**src/rtl/mem_arb_pkg.sv**
```systemverilog
// rtl/mem_arb_pkg.sv - shared types and constants for the data RAM arbiter
package mem_arb_pkg;

    typedef enum logic {
        IDLE   = 1'b0,
        ACCESS = 1'b1
    } arb_state_t;

    localparam logic PORT0 = 1'b0;
    localparam logic PORT1 = 1'b1;

    localparam int DEFAULT_MAX_BURST = 4;

endpackage

```
**src/rtl/ram_arbiter_rr_pick.sv**
```systemverilog
// rtl/ram_arbiter_rr_pick.sv - two-input round-robin picker
module rr_pick
    import mem_arb_pkg::*;
(
    input  logic [1:0] i_req,
    input  logic       i_last,
    output logic       o_winner,
    output logic       o_any
);

    // A lone requester wins; on a tie the port that was not served last wins.
    always_comb begin
        o_any    = |i_req;
        o_winner = PORT0;
        if (i_req == 2'b11) begin
            o_winner = ~i_last;
        end else if (i_req[1]) begin
            o_winner = PORT1;
        end
    end

endmodule

```
**src/rtl/ram_arbiter.sv**
```systemverilog
// rtl/ram_arbiter.sv - two-port round-robin arbiter and sequencer for the data RAM
module ram_arbiter
    import mem_arb_pkg::*;
#(
    parameter  int ADDR_DEPTH = 1024,
    parameter  int MAX_BURST  = DEFAULT_MAX_BURST,
    localparam int AW         = $clog2(ADDR_DEPTH)
) (
    input  logic          CLK,
    input  logic          RST,
    input  logic          req0,
    input  logic          req1,
    input  logic          we0,
    input  logic          we1,
    input  logic [AW-1:0] addr0,
    input  logic [AW-1:0] addr1,
    input  logic [31:0]   wdata0,
    input  logic [31:0]   wdata1,
    input  logic          lock0,
    input  logic          lock1,
    output logic          gnt0,
    output logic          gnt1,
    output logic          rvalid0,
    output logic          rvalid1,
    output logic [31:0]   rdata,
    output logic          MemWrite,
    output logic          MemRead,
    output logic [AW-1:0] address,
    output logic [31:0]   write_data,
    input  logic [31:0]   read_data
);

    localparam int             BW         = $clog2(MAX_BURST) + 1;
    localparam logic [BW-1:0]  BURST_LAST = BW'(MAX_BURST - 1);

    arb_state_t    r_state;
    logic          r_owner;
    logic          r_last;
    logic [BW-1:0] r_burst_cnt;
    logic [31:0]   r_rdata;
    logic          r_rvalid0;
    logic          r_rvalid1;

    logic          w_winner;
    logic          w_any;
    logic          w_req_own;
    logic          w_we_own;
    logic          w_lock_own;
    logic [AW-1:0] w_addr_own;
    logic [31:0]   w_wdata_own;
    logic          w_acc;

    rr_pick u_pick (
        .i_req    ({req1, req0}),
        .i_last   (r_last),
        .o_winner (w_winner),
        .o_any    (w_any)
    );

    // Select the current owner's request fields.
    always_comb begin
        w_req_own   = req0;
        w_we_own    = we0;
        w_lock_own  = lock0;
        w_addr_own  = addr0;
        w_wdata_own = wdata0;
        if (r_owner == PORT1) begin
            w_req_own   = req1;
            w_we_own    = we1;
            w_lock_own  = lock1;
            w_addr_own  = addr1;
            w_wdata_own = wdata1;
        end
    end

    // A RAM access happens only in ACCESS with the owner still requesting;
    // a dropped req in a locked continuation cycle suppresses the access.
    assign w_acc = (r_state == ACCESS) && w_req_own;

    // Grant and RAM drive decode from registered state and owner inputs.
    always_comb begin
        gnt0       = w_acc && (r_owner == PORT0);
        gnt1       = w_acc && (r_owner == PORT1);
        MemWrite   = w_acc && w_we_own;
        MemRead    = w_acc && !w_we_own;
        address    = w_acc ? w_addr_own  : '0;
        write_data = w_acc ? w_wdata_own : '0;
    end

    assign rdata   = r_rdata;
    assign rvalid0 = r_rvalid0;
    assign rvalid1 = r_rvalid1;

    // Arbitration FSM, burst counting and registered read return.
    always_ff @(posedge CLK or posedge RST) begin
        if (RST) begin
            r_state     <= IDLE;
            r_owner     <= PORT0;
            r_last      <= PORT1;
            r_burst_cnt <= '0;
            r_rdata     <= '0;
            r_rvalid0   <= 1'b0;
            r_rvalid1   <= 1'b0;
        end else begin
            r_rvalid0 <= 1'b0;
            r_rvalid1 <= 1'b0;
            case (r_state)
                IDLE: begin
                    if (w_any) begin
                        r_owner     <= w_winner;
                        r_burst_cnt <= '0;
                        r_state     <= ACCESS;
                    end
                end
                ACCESS: begin
                    if (!w_req_own) begin
                        r_state <= IDLE;
                    end else begin
                        r_last <= r_owner;
                        if (!w_we_own) begin
                            r_rdata <= read_data;
                            if (r_owner == PORT1) begin
                                r_rvalid1 <= 1'b1;
                            end else begin
                                r_rvalid0 <= 1'b1;
                            end
                        end
                        if (w_lock_own && (r_burst_cnt < BURST_LAST)) begin
                            r_burst_cnt <= r_burst_cnt + BW'(1);
                        end else begin
                            r_state <= IDLE;
                        end
                    end
                end
                default: r_state <= IDLE;
            endcase
        end
    end

endmodule

```
**config.mk**
```make
export PLATFORM = sky130hd
export DESIGN_NAME = ram_arbiter
export DESIGN_NICKNAME = d
export VERILOG_FILES = /design/src/rtl/mem_arb_pkg.sv /design/src/rtl/ram_arbiter_rr_pick.sv /design/src/rtl/ram_arbiter.sv
export SDC_FILE = /design/constraint.sdc
export NUM_CORES = 1
export LEC_CHECK = 0
export CORE_AREA = 2 2 79 81
export CTS_BUF_LIST = sky130_fd_sc_hd__clkbuf_8
export CTS_CLUSTER_SIZE = 28
export DETAILED_ROUTE_END_ITERATION = 6
export DIE_AREA = 0 0 81 83
export DONT_BUFFER_PORTS = 1
export GPL_ROUTABILITY_DRIVEN = 1
export GPL_TIMING_DRIVEN = 1
export PLACE_DENSITY_LB_ADDON = 0.3
export SYNTH_ARGS = -nofsm -noshare
export SYNTH_HDL_FRONTEND = slang
export SYNTH_HIERARCHICAL = 1
export SYNTH_SLANG_ARGS = --single-unit
```
**constraint.sdc**
```tcl
create_clock -name CLK -period 3.8 [get_ports CLK]
set_input_delay 0.95 -clock CLK [delete_from_list [all_inputs] [get_ports CLK]]
set_output_delay 0.95 -clock CLK [all_outputs]
set_load 0.05 [all_outputs]
```
==> metrics.md, run 1 <==
| Metric | Value |
|---|---|
| Inserted Clock Buffers | 5 |
| Initial antenna violation count | 0 |
| Top cells by area, synth | dfrtp_1, mux2_4, a22o_1, buf_12, mux2_2 |
| Final hold viol count | 0 |
| Syn Nets | about 280 |
| Synth Warn # | 6 |
| Core area | between 5000 and 6000 sq um |
| Worst R2R Path Depth | 3 |
| CP Data Required Time | ~2.9 ns |
| Skew-Pair Late Insertion Delay | approximately 0.29 ns |
| Final period util | 0.844 |
| Largest area contributor in the netlist | dfrtp_1 |
| Synth top area share | 0.449 |
| Congestion Overflow GR | 0 |
| # diodes | 0 |
| Post-CTS Setup Inserts | 0 |
| Largest net degree at the start of global routing | 48 |
| Static Leak | between 0.001 and 0.0015 uW |
| Final antenna-violating net count | 0 |
| Total power per unit cell area | about 1200 nW/um^2 |
| Register area share after synthesis | 0.461 |
| Fmax | 312 MHz |
| Final setup viols | 0 |
| Critical path launch point type | input port |
| Crit path max-delay cell type | and3_2 |
| Crit-path cells | and3_2 -> a22o_1 |
| Drt total wl | 5860 um |
| Clock period minus worst slack | about 3.2 ns |
| FF/Latch Area | around 1000 sq um |
| Netlist cell types | 28 |
| WP buf/inv | 0 |
| Global-route wire length before repair | around 8300 um |
| Die X | approximately 81 um |
| Vias/cell | a little under 6 |
| Floorplan row count | 28 |
| DIE HEIGHT | 83 um |
| Multi-input gate area | between 1000 and 1500 sq um |
| Hold Path Class | flop to flop |
| Filler Cell Count | 581 |
| FF+latch count, synth | 40 |
| Status | complete, no violations |
| Synth Instances | 158 |
| Vias in the first global route | roughly 1500 |
| RSZ-0062 raised after global routing | false |
| CTS max path bufs | 2 |
| Syn-to-layout area delta | 5.93% |
| Slew headroom | 0.485 |
| Mean Syn Cell Area | 13.8 sq um |
| Max-slew violations | 0 |
| Most frequent cell after synthesis | a22o_1 |
| Global Route Usage Sum | 0.162 |
| Initial core utilization | 0.374 |
| Top_reg_cell synth | dfrtp_1 |
| Crit path kind | input port to output port |
| TritonCTS clock tree | built |
| Final Skew | approximately 0.0071 ns |
| CTS Hold Bufs | 0 |
| Synth top cells by count | a22o_1, dfrtp_1, mux2_4 |
| CTS root buf | clkbuf_8 |
| Crit path largest cell delay | about 0.68 ns |
| Die ar. | just under 7000 sq um |
| Critical path depth | 2 |
| Post-CTS sizing | 0 |
| Asr flop ratio synth | 1.00 |
| Gpl congestion | between 0.7 and 0.8 |
| Number of iterations in the first detailed-routing pass | 4 |
| Setup_tns | 0 ns |
| Vias | around 1400 |
| Hold Slack | between 0.4 and 0.5 ns |
| CP arrival | roughly 2.3 ns |
| Share of layout cells above drive strength 1 | 0.344 |
| DRC viols | 0 |
| Routed len/inst | approximately 25 um |
| Worst VDD drop | 0.000433 V |
| CP max FO | 47 |
| I/O pins | slightly above 200 |
| Critical path endpoint category | output port |
| Net count, final | between 200 and 300 |
| Sink Count | 40 |
| Max-cap violations | 0 |
| Hold Crit Depth | 2 |
| 1st-iter DRT viols | 30 |
| CP delay by family, top | simple AND/OR/NAND/NOR gates |
| EDFF count, synth | 0 |
| Dpl hpwl | 4660 um |
| Reg clk slew, reported paths | ~0.080 ns |
| Post-synthesis cell area | 2170 sq um |
| Worst-Margin Slew | slightly below 0.8 ns |
| PortBufs | 0 |
| H-tree depth | 2 |
==> where the power goes <==
part           leakage, uW  internal, uW  switching [uW]
logic             0.000584           420             714
clock network    0.0000434           147             147
registers         0.000483           619             800
==> per-layer routing <==
layer / global-route usage / wire, um / up-vias
met5: 0 / 0 / -
met4: 0.0416 / 42 / 0
met3: 0.0457 / 582 / 5
met2: 0.283 / 3040 / 100
met1: 0.191 / 2190 / 702
li1: - / - / 594
==> placed cells by master (no fill, tap or decap), types with 2 or more instances in the layout <==
| master | Yosys | final |
|---|---|---|
| nor2_1 | 2 | 2 |
| mux2_2 | 5 | 5 |
| clkbuf_8 | 0 | 6 |
| buf_4 | 0 | 7 |
| mux2i_1 | 3 | 3 |
| clkinvlp_4 | 0 | 2 |
| dfrtp_1 | 39 | 39 |
| inv_1 | 4 | 4 |
| a22o_1 | 42 | 42 |
| mux2_4 | 29 | 29 |
| nand2_1 | 4 | 4 |
==> layout make-up <==
| type | count | area share |
|---|---|---|
| inverter | 5 | 0.00815 |
| timing repair buffer | 7 | 0.0228 |
| multi-input combinational | 100 | 0.451 |
| sequential | 40 | 0.435 |
| tap | 75 | 0.0408 |
| clock inverter | 2 | 0.00652 |
| clock buffer | 6 | 0.0359 |
==> path summary, 6_finish.rpt <==
path                                 from        endpoint  slack (ns)
max                                  req1  write_data[29]        0.59
min                        r_burst_cnt[2]  r_burst_cnt[2]        0.49
max reg2reg                       r_owner  r_burst_cnt[1]        1.81
min reg2reg                r_burst_cnt[2]  r_burst_cnt[2]        0.49
max in group asynchronous             RST          r_last        2.76
min in group asynchronous             RST        rdata[4]        0.68
==> logic make-up (layout without fill, tap and decap cells) <==
kind of cell	after synthesis	after routing	synth area share
muxes	37	37	0.240
buffers and inverters	18	20	0.0622
DFF	40	40	0.461
AOI/OAI and AO/OA	48	48	0.192
adders and majority gates	1	1	0.00576
and+or+nand+nor	14	14	0.0392
==> registers in the layout, indices dropped and copies added (netlist names) <==
signal       flops
rdata           32
r_state          1
r_last           1
r_burst_cnt      3
r_owner          1
rvalid0          1
rvalid1          1
==> per-stage QoR <==
| step | worst slack, ns | power, uW | utilization | instance area, sq um | cells |
|---|---|---|---|---|---|
| 3_3_place_gp | 0.648 | 2530 | 0.379 | 2200 | 227 |
| 5_1_grt | 0.477 | 2960 | 0.396 | 2300 | 235 |
| 6_report | 0.592 | 2850 | 0.396 | 2300 | 235 |
| 2_1_floorplan | 0.476 | 2460 | - | 2170 | 158 |
| 4_1_cts | 0.589 | 2870 | 0.396 | 2300 | 235 |
| 3_5_place_dp | 0.589 | 2570 | 0.379 | 2200 | 227 |
Power figures use the tool's default switching activity.
==> run 2, diff against run 1 <==
==> constraint.sdc (replaced) <==
create_clock -name CLK -period 2.9 [get_ports CLK]
set_input_delay 0.725 -clock CLK [delete_from_list [all_inputs] [get_ports CLK]]
set_output_delay 0.725 -clock CLK [all_outputs]
set_load 0.05 [all_outputs]
==> run 2 against run 1 <==
Against the previous run:
- worst hold slack got worse by 0.15 ns
- clock power rose by 61%
- setup slack got worse by 0.29 ns
- final cell count rose by 18%
- register-to-register slack got worse by 0.61 ns
- first-iteration DRC count rose by 73%
- utilization rose by 15 points
- non-clock buffer count rose by 43
- clock skew fell by 0.0022 ns
- sequential power rose by 31%
- total power rose by 59%
==> metrics.md, run 2 (synthesized netlist as in run 1, its figures left out) <==
| Metric | Value |
|---|---|
| Worst VDD drop | 0.000635 V |
| Max-slew violations | 0 |
| Final hold viol count | 0 |
| Total power per unit cell area | ~1400 nW/um^2 |
| Net count, final | approximately 330 |
| Final period util | 0.896 |
| Final Skew | between 0.004 and 0.005 ns |
| Hold Path Class | input port to asynchronous set/reset pin |
| Crit path largest cell delay | between 0.4 and 0.5 ns |
| Critical path endpoint category | output port |
| # diodes | 0 |
| Sink Count | 40 |
| DRC viols | 0 |
| Inserted Clock Buffers | 5 |
| Setup_tns | 0 ns |
| CP max FO | between 40 and 50 |
| Share of layout cells above drive strength 1 | 0.483 |
| Global Route Usage Sum | 0.187 |
| Final setup viols | 0 |
| Number of iterations in the first detailed-routing pass | 4 |
| CP delay by family, top | buffers and inverters |
| Combinational power share | 0.484 |
| Reg clk slew, reported paths | around 0.08 ns |
| Final antenna-violating net count | 0 |
| Status | complete, no violations |
| Critical path launch point type | flop |
| Clock period minus worst slack | around 2.6 ns |
| I/O pins | between 200 and 250 |
| Initial core utilization | 0.374 |
| 1st-iter DRT viols | between 50 and 60 |
| Skew-Pair Late Insertion Delay | a little under 0.3 ns |
| CP arrival | 1.87 ns |
| Sequential fraction of design power | 0.411 |
| H-tree depth | 2 |
| Drt total wl | between 6000 and 7000 um |
| Core area | 5820 sq um |
| Global-route wire length before repair | approximately 9500 um |
| Vias in the first global route | 1689 |
| Vias | around 1600 |
| Initial antenna violation count | 0 |
| Routed len/inst | between 20 and 25 um |
| Die ar. | roughly 6700 sq um |
| Worst-Margin Slew | 0.516 ns |
| WP buf/inv | 2 |
| Switching part of the total power | 0.511 |
| TritonCTS clock tree | built |
| Commonest non-fill, non-tap cell in the layout | buf_12 |
| CP Data Required Time | between 2 and 2.5 ns |
| Largest net degree at the start of global routing | 48 |
| Top Usage Layer GRT | met2 |
| Vias/cell | between 5 and 6 |
| Tot Pwr | roughly 4500 uW |
| Fmax | roughly 380 MHz |
| Cell-internal power | approximately 2200 uW |
| R2R Setup Slk | around 1.2 ns |
| M3 GR Usage | 0.0652 |
| PortBufs | 0 |
| Crit-path cells | nand3b_1 -> inv_4 -> a22o_1 -> buf_12 |
| RSZ-0062 raised after global routing | false |
| Commonest non-fill, non-tap cells in the layout | buf_12, a22o_1, dfrtp_1 |
| Floorplan row count | 28 |
| Die X | between 80 and 90 um |
| CTS Hold Bufs | 0 |
| Crit path kind | flop to output port |
| Net switching power | about 2300 uW |
| Max FFs per register | 32 |
| Static Leak | 0.00149 uW |
| Crit path max-delay cell type | dfrtp_1 |
| Hold Slack | between 0.3 and 0.4 ns |
| DIE HEIGHT | 83 um |
| Gpl congestion | between 0.7 and 0.8 |
| CTS root buf | clkbuf_8 |
| Global routing met1 resource utilization | 0.210 |
| Met2 global-route usage | 0.325 |
| Slew headroom | 0.656 |
| Congestion Overflow GR | 0 |
| Clock share of power | 0.105 |
| CTS max path bufs | 2 |
| Max-cap violations | 0 |
| Syn-to-layout area delta | 46.7% |
| Dpl hpwl | ~5300 um |
-- run 2: cell types whose count changed in the layout (fill, tap and decap cells not counted), sizes merged --
cell      before  now
bufinv         0    1
buf            7   50
clkinv         0    1
clkinvlp       2    0
-- run 2: through the flow --
step	worst slack (ns)	area [sq um]	std cells	util
after global routing	0.176	3190	278	0.548
after floorplan	0.0259	2170	158	-
after CTS	0.0979	3190	278	0.548
after detailed placement	0.290	3070	270	0.527
after global placement	0.386	3070	270	0.527
final	0.302	3190	278	0.548
-- run 2: worst register-to-register path, cell delays in order, from the launching register on --
cell and delay (ns):
dfrtp_1 0.47, and3b_4 0.24, o21ai_4 0.18, buf_4 0.33
mux2_2 0.38
-- run 2: power by group through the flow --
stage                     clock (uW)  combinational [uW]  sequential, uW
after detailed placement           0                2190            1870
after floorplan                    0                1430            1790
after CTS                        488                2200            1860
final                            472                2190            1860
after global placement             0                2140            1850
after global routing             513                2280            1890
-- run 2: cell type report --
type	count	area [sq um]
Tap cell	75	93.8
Clock inverter	2	38.8
Sequential cell	40	1000
Inverter	5	21.3
Clock buffer	6	82.6
Multi-Input combinational cell	100	1040
Fill cell	490	2630
Timing Repair Buffer	50	913
-- run 2: worst paths after layout --
| path | to | depth (start not counted) | from |
|---|---|---|---|
| worst max register to register | rdata[1] | 4 | r_owner |
| worst min-delay path | rdata[18] | 1 | RST |
| max in group asynchronous | r_last | 2 | RST |
| min in group CLK | r_burst_cnt[2] | 2 | r_burst_cnt[2] |
| worst min register to register | r_burst_cnt[2] | 2 | r_burst_cnt[2] |
| worst max-delay path | write_data[15] | 4 | r_owner |
-- run 2: routing by layer --
metal,vias to the layer above,wire (um)
li1,683,-
met1,775,2290
met2,98,3400
met3,11,590
met4,0,100
met5,-,0
-- run 2: timing repair --
action | in CTS | in global routing
endpoints found under the setup margin | 0 | 18
buffers inserted | 0 | 0
hold endpoints to repair | 0 | 0
gates resized for setup | 0 | 2
==> run 3, diff against run 2 <==
--- a/config.mk
+++ b/config.mk
@@ -13,7 +13,7 @@
 export DONT_BUFFER_PORTS = 1
 export GPL_ROUTABILITY_DRIVEN = 1
 export GPL_TIMING_DRIVEN = 1
-export PLACE_DENSITY_LB_ADDON = 0.3
+export PLACE_DENSITY = 0.55
 export SYNTH_ARGS = -nofsm -noshare
 export SYNTH_HDL_FRONTEND = slang
 export SYNTH_HIERARCHICAL = 1
==> run 3 against run 2 <==
Against the previous run:
- maximum frequency up 0.39%
- critical path depth unchanged
- largest power group unchanged
- sequential share of layout area up 0.32 points
- clock skew up 0.0013 ns
- utilization down 0.56 points
- largest cell class unchanged
- clock power down 28%
- critical endpoint is now write_data[27]
==> metrics.md, run 3 (synthesized netlist as in run 1, its figures left out) <==
| Metric | Value |
|---|---|
| Multi-input gate area | approximately 1000 sq um |
| R2R Setup Slk | about 1.1 ns |
| # diodes | 0 |
| Clock share of power | 0.077 |
| Hold path startpoint | we1 |
| Global Route Usage Sum | 0.190 |
| Net count, final | approximately 330 |
| H-tree depth | 2 |
| Max-cap violations | 0 |
| CP arrival | 1.86 ns |
| Clock period minus worst slack | 2.59 ns |
| Skew-Pair Late Insertion Delay | 0.28 ns |
| Die ar. | approximately 6700 sq um |
| PortBufs | 0 |
| Critical path endpoint category | output port |
| Total power per unit cell area | between 1000 and 1500 nW/um^2 |
| Share of layout cells above drive strength 1 | 0.483 |
| Dpl hpwl | 5300 um |
| Sequential fraction of design power | 0.424 |
| Commonest non-fill, non-tap cell in the layout | buf_12 |
| Vias | roughly 1600 |
| Drt total wl | around 6400 um |
| Syn-to-layout area delta | 45.3% |
| Fmax | 386 MHz |
| Worst R2R Path Depth | 4 |
| Final period util | 0.892 |
| Sink Count | 40 |
| Reg clk slew, reported paths | roughly 0.070 ns |
| CTS max path bufs | 2 |
| Vias/cell | 5.66 |
| Setup_tns | 0 ns |
| Fin cells | around 280 |
| Vias in the first global route | 1685 |
| DRC viols | 0 |
| CTS root buf | clkbuf_8 |
| Max FFs per register | 32 |
| Number of iterations in the first detailed-routing pass | 4 |
| Placed insts | 271 |
| Worst-Margin Slew | approximately 0.89 ns |
| CTS Hold Bufs | 0 |
| Status | complete, no violations |
| Worst VDD drop | around 0.00065 V |
| TritonCTS clock tree | built |
| Slew headroom | 0.408 |
| Cell-internal power | roughly 2100 uW |
| Hold Crit Depth | 1 |
| Max-slew violations | 0 |
| I/O pins | between 200 and 250 |
| DIE HEIGHT | slightly above 80 um |
| Final setup viols | 0 |
| Initial core utilization | 0.374 |
| Die X | 81 um |
| Switching part of the total power | 0.523 |
| Core area | between 5000 and 6000 sq um |
| RSZ-0062 raised after global routing | false |
| Floorplan row count | 28 |
| 1st-iter DRT viols | 70 |
| Inserted Clock Buffers | 5 |
| Routed len/inst | between 20 and 25 um |
| Hold endpoint | rvalid1 |
| CP Data Required Time | roughly 2.2 ns |
| Critical path launch point type | flop |
| Crit Reg-Reg Endpoint | rdata[2] |
| Static Leak | about 0.0015 uW |
| Combinational power share | 0.498 |
| Final Skew | between 0.006 and 0.007 ns |
| Filler Cell Count | 475 |
| Hold Path Class | input port to flop |
| Congestion Overflow GR | 0 |
| Reg2reg start | r_owner |
| Net switching power | around 2300 uW |
| Largest net degree at the start of global routing | 48 |
| CP max FO | 45 |
| Gpl congestion | approximately 0.70 |
| Commonest non-fill, non-tap cells in the layout | buf_12, a22o_1, dfrtp_1 |
| Crit path kind | flop to output port |
| Global-route wire length before repair | 9690 um |
| FF/Latch Area | between 1000 and 1500 sq um |
| Final antenna-violating net count | 0 |
| Initial antenna violation count | 0 |
| Final hold viol count | 0 |
## run 3: cell type report
class                      instances  share of cell area
sequential                        40               0.317
inverter                           5             0.00674
clock buffer                       5              0.0218
tap                               75              0.0297
clock inverter                     2             0.00396
multi-input combinational        100               0.329
timing repair buffer              51               0.292
## run 3: power groups by stage
stage               clock [uW]  sequential, uW  combinational [uW]
floorplan                    0            1790                1430
global placement             0            1850                2140
CTS                        356            1860                2200
finish                     339            1860                2180
detailed placement           0            1870                2190
global route               383            1890                2280
## run 3: critical path: stages (launching register included)
cell and delay [ns]:
dfrtp_1 0.48, nand3b_1 0.29, inv_4 0.38, a22o_1 0.27
buf_12 0.15
## run 3: repair_timing
| item | 4_1_cts | 5_1_grt |
|---|---|---|
| gates resized for setup | 0 | 2 |
| setup buffers | 0 | 0 |
| endpoints found under the hold margin | 0 | 0 |
| setup endpoints to repair | 0 | 5 |
## run 3: worst max path at each step
stage | from | endpoint | slack [ns] | depth (start not counted)
CTS | r_owner | address[4] | 0.08 | 4
floorplan | req1 | MemWrite | 0.03 | 5
global route | r_owner | MemWrite | 0.18 | 5
finish | r_owner | write_data[27] | 0.31 | 4
detailed placement | req0 | address[4] | 0.27 | 4
global placement | req0 | address[4] | 0.39 | 4
## run 3: metrics by stage
| step | worst slack, ns | power, uW | hold slack [ns] | area [sq um] | utilization |
|---|---|---|---|---|---|
| 6_report | 0.313 | 4380 | 0.507 | 3160 | 0.543 |
| 4_1_cts | 0.0808 | 4420 | 0.496 | 3150 | 0.542 |
| 3_5_place_dp | 0.271 | 4070 | 0.513 | 3070 | 0.528 |
| 3_3_place_gp | 0.388 | 4000 | 0.464 | 3070 | 0.528 |
| 2_1_floorplan | 0.0259 | 3220 | 0.451 | 2170 | - |
| 5_1_grt | 0.178 | 4550 | 0.493 | 3160 | 0.543 |
## run 3: metal layers
metal | vias to the layer above | share of wire | wire (um) | GRT usage
met5 | - | 0 | 0 | 0
met1 | 777 | 0.36 | 2330 | 0.230
met2 | 104 | 0.55 | 3560 | 0.337
met3 | 8 | 0.075 | 480 | 0.0424
met4 | 0 | 0.011 | 69 | 0.0462
li1 | 685 | - | - | -
